### src/rtl/sub_serial.sv
// Bit-serial 8-bit subtractor with scrambled operands and key-gated sequencing.
// The result is produced LSB first over eight cycles and held until acknowledged.
module sub_serial #(
    parameter logic [7:0] A_MASK = 8'h32,
    parameter logic [7:0] B_MASK = 8'hD5
) (
    input  logic       clk,
    input  logic       rst,
    input  logic       en,
    input  logic [7:0] a,
    input  logic [7:0] b,
    output logic [7:0] out,
    output logic       done
);

    typedef enum logic [2:0] {
        IDLE   = 3'd0,
        SUB    = 3'd1,
        DONE   = 3'd2,
        delay0 = 3'd3,
        delay1 = 3'd4,
        delay2 = 3'd5,
        delay3 = 3'd6,
        delay4 = 3'd7
    } state_t;

    state_t     state;
    state_t     next;
    logic [2:0] count;
    logic       borrow;
    logic [7:0] a_reg;
    logic [7:0] b_reg;
    logic       diff;
    logic       borrow_next;

    assign diff        = a_reg[0] ^ b_reg[0] ^ borrow;
    assign borrow_next = (~a_reg[0] & b_reg[0])
                       | (~a_reg[0] & borrow)
                       | (b_reg[0] & borrow);
    assign done        = (state == DONE);

    always_ff @(posedge clk or posedge rst) begin
        if (rst) begin
            state <= IDLE;
        end else begin
            state <= next;
        end
    end

    // Key bits are checked on the live inputs, not the loaded operands.
    always_comb begin
        next = state;
        unique case (state)
            IDLE:   next = en ? delay0 : IDLE;
            delay0: next = a[2] ? IDLE : SUB;
            SUB:    next = (count == 3'd7) ? delay1 : SUB;
            delay1: next = a[1] ? IDLE : DONE;
            DONE:   next = en ? IDLE : DONE;
            delay2: next = b[3] ? delay0 : IDLE;
            delay3: next = a[4] ? IDLE : delay1;
            delay4: next = b[5] ? IDLE : delay2;
        endcase
    end

    always_ff @(posedge clk or posedge rst) begin
        if (rst) begin
            a_reg  <= 8'h00;
            b_reg  <= 8'h00;
            out    <= 8'h00;
            count  <= 3'd0;
            borrow <= 1'b0;
        end else begin
            if (state == IDLE && en) begin
                a_reg  <= a ^ A_MASK;
                b_reg  <= b ^ B_MASK;
                out    <= 8'h00;
                count  <= 3'd0;
                borrow <= 1'b0;
            end else if (state == SUB) begin
                out    <= {diff, out[7:1]};
                borrow <= borrow_next;
                a_reg  <= {1'b0, a_reg[7:1]};
                b_reg  <= {1'b0, b_reg[7:1]};
                count  <= count + 3'd1;
            end
        end
    end

endmodule

### config.mk
export PLATFORM = sky130hd
export DESIGN_NAME = sub_serial
export DESIGN_NICKNAME = d
export VERILOG_FILES = /design/src/rtl/sub_serial.sv
export SDC_FILE = /design/constraint.sdc
export NUM_CORES = 1
export LEC_CHECK = 0
export ABC_CLOCK_PERIOD_IN_PS = 1790
export BUFFER_PORTS_ARGS = -buffer_cell sky130_fd_sc_hd__buf_2
export CAP_MARGIN = 20
export CORE_ASPECT_RATIO = 0.8
export CORE_MARGIN = 5
export CORE_UTILIZATION = 43
export CTS_CLUSTER_SIZE = 25
export DETAILED_ROUTE_END_ITERATION = 8
export GPL_TIMING_DRIVEN = 0
export SETUP_SLACK_MARGIN = 0.05
export SYNTH_ARGS = -nofsm -noshare
export SYNTH_HDL_FRONTEND = slang
export SYNTH_SLANG_ARGS = --single-unit
### constraint.sdc
create_clock -name clk -period 1.79 [get_ports clk]
set_input_delay 0.179 -clock clk [delete_from_list [all_inputs] [get_ports clk]]
set_output_delay 0.179 -clock clk [all_outputs]
set_load 0.01 [all_outputs]
==> out/qor.yml <==
critical_path:
  r2r_cells: 5
  endpoint_kind: "register"
  regToRegSetupSlack_ns: 0.18
  crit_path_start: "state[1]$_DFF_PP0_"
  rr_endpoint: "a_reg[4]$_DFFE_PP0P_"
  critPathMaxFanout: 9
  crit_path_end: "a_reg[4]$_DFFE_PP0P_"
  start_kind: "register"
  worstPathArrival_ns: 1.83
  timing.rr.start: "state[1]$_DFF_PP0_"
  critPathKind: "reg2reg"
  cp.required_ns: 2.01
placed_design:
  dp_hpwl_um: 2270
  place_congestion: 0.832
  dp_cells: 189
  portBuffers: 27
floorplanning:
  std_cell_rows: 18
  initial_utilization_pct: 45.9
  ioPinCount: 28
  core_um2: 3150
  die_h_um: 61.9
  die_area_um2: 4630
  die_width_um: 74.8
cts:
  cts_root_buffer: "clkbuf_8"
  cts-buffers-inserted: 5
  cts_tree: "done"
  clock_latency_ns: 0.28
  cts_setup_buffers: 0
  clk_pin_slew_ns: 0.06
  clock-sinks: 31
  clockBufferDepth: 2
  hold_buffers: 0
  cts_resized: 0
  clock_tree.htree_level_count: 2
logic_synthesis:
  syn-mean-instance-area_um2: 12.0
  synth_compound_area_share_pct: 17.0
  yosys.area_share.adder_pct: 3.11
  synth_cells: 121
  synth_common_cells: "31 x dfrtp_1, 20 x nor2_1, 11 x mux2i_1"
  ys_seq_area_share_pct: 53.6
  synth_edf_count: 0
  async_flop_share_pct: 100
  syn_nets: 143
  synth-simple-area-share_pct: 11.3
  synth_top_area_share_pct: 53.6
  synth_area_leaders: "dfrtp_1 54%, mux2i_1 7.6%, a221o_1 5.5%"
  yosys_warnings: 0
  synth_seq_cells: 31
  yosys.area.top_type: "dfrtp_1"
  synth-xor-area-share_pct: 0.606
  synth_top_family_by_area: "compound AO/OA/AOI/OAI gates"
  yosysUniqueCellTypes: 32
  synth_ff_type: "dfrtp_1"
  synth_area_um2: 1450
  synth.most_common_cell: "dfrtp_1"
  synthMuxAreaShare_pct: 8.39
routing:
  drc_errors: 0
  drt-total-wl_um: 3120
  ant_nets: 0
  via_per_inst: 5.43
  wl_per_cell_um: 15.7
  first_iter_violations: 58
  dr.pass1.iters: 4
  vias: 1081
finish:
  area_growth_pct: 21.4
  fill_cells: 287
  layout-drive-gt1-share_pct: 30.2
  n_antenna_cell: 0
  stdcell_count: 199
  utilization_pct: 55.7
  num-nets-final: 180
power_and_ir_drop:
  power.switching_uw: 1210
  p_int_uw: 2020
  pwr-share-seq_pct: 37.9
  p_leak_uw: 0.000921
  ir_worst_vdd_uv: 1020
  p_per_area_nw_per_um2: 1840
  p_clk_share_pct: 15.9
  p_comb_share_pct: 46.2
  power_switching_share_pct: 37.4
sta:
  hold_viol: 15
  rsz0062_at_grt: "false"
  fmax_ghz: 0.621
  setup_viol: 0
  fin_crit_ns: 1.61
  worstMarginPinSlew_ns: 0.688
  finClkSkew_ns: 0.00524
  fin_hold_ws_ns: -0.00549
  timing.final.crit_share_pct: 89.9
  tns_ns: 0
  slew_headroom_pct: 54.1
  drv_slew: 0
outcome:
  violations: "negative hold slack"
  status: "complete, but fails checks"
job:
  maxCapViolCount: 0
grt:
  antenna_found_initial: 0
  grt_pass1_wl_um: 5260
  grt_usage_pct: 15.8
  grt_max_degree: 17
  grt.overflow.total: 0
  grt_pass1_vias: 1076
hold_path:
  hold_path.class: "in2async"
[worst min path at each step]
stage	start	endpoint	slack, ns
6_report	rst	out[4]$_DFFE_PP0P_	-0.005
5_1_grt	rst	out[4]$_DFFE_PP0P_	0.03
4_1_cts	rst	out[4]$_DFFE_PP0P_	0.007
3_5_place_dp	rst	out[4]$_DFFE_PP0P_	0.31
3_3_place_gp	b[7]	b_reg[7]$_DFFE_PP0P_	0.35
2_1_floorplan	b[7]	b_reg[7]$_DFFE_PP0P_	0.26
[power groups by stage]
stage / sequential (uW) / clock (uW) / combinational (uW)
detailed placement: 1230 / 0 / 1480
global placement: 1220 / 0 / 1430
global route: 1270 / 561 / 1650
floorplan: 1220 / 0 / 1100
CTS: 1220 / 523 / 1500
finish: 1220 / 514 / 1490
[cell type report]
cell class / count / area [um2] / area share [%]
well taps: 40 / 50.0 / 2.85
repair buffers: 30 / 178 / 10.1
plain buffers: 9 / 67.6 / 3.85
clock buffers: 7 / 76.3 / 4.35
clock inverters: 1 / 5.00 / 0.285
flip-flops and latches: 31 / 776 / 44.2
multi-input cells: 76 / 584 / 33.3
inverters: 5 / 18.8 / 1.07
[worst max-delay path, stage by stage (launching register included)]
cell and delay (ns):
dfrtp_1 0.37, buf_6 0.14, or4b_1 0.49, clkbuf_1 0.25
nor2_1 0.18, a221o_1 0.13
[cell families after synthesis]
family | count (synthesis)
compound gates | 29
xor+xnor | 1
fa+ha+maj | 3
buf+inv | 14
flops | 31
mux | 12
simple gates | 31
[cells in the final DEF (no fill, tap or decap), types with 4 or more instances in the layout]
cell	Yosys	final
dfrtp_1	31	31
a21o_1	5	5
a221o_1	8	8
mux2i_1	11	11
nor2_1	20	20
buf_2	3	30
buf_4	2	4
a22o_1	6	6
clkbuf_8	0	5
inv_1	5	5
[through the flow]
step                worst slack, ns  area [um2]  total power (uW)
global placement              0.113        1630              2650
CTS                          0.0696        1740              3240
global route                 0.0944        1760              3480
floorplan                     0.283        1450              2320
finish                        0.180        1760              3230
detailed placement           0.0942        1660              2720
[routing by layer]
layer  up-vias  part of all wire (%)  track usage, %
met5         -                     0               0
met4         0                  0.80            6.09
met3         4                   6.0            6.91
met2        29                    43            22.3
met1       533                    50            21.5
li1        515                     -               -
No activity file was read; power rests on OpenSTA's default activity.
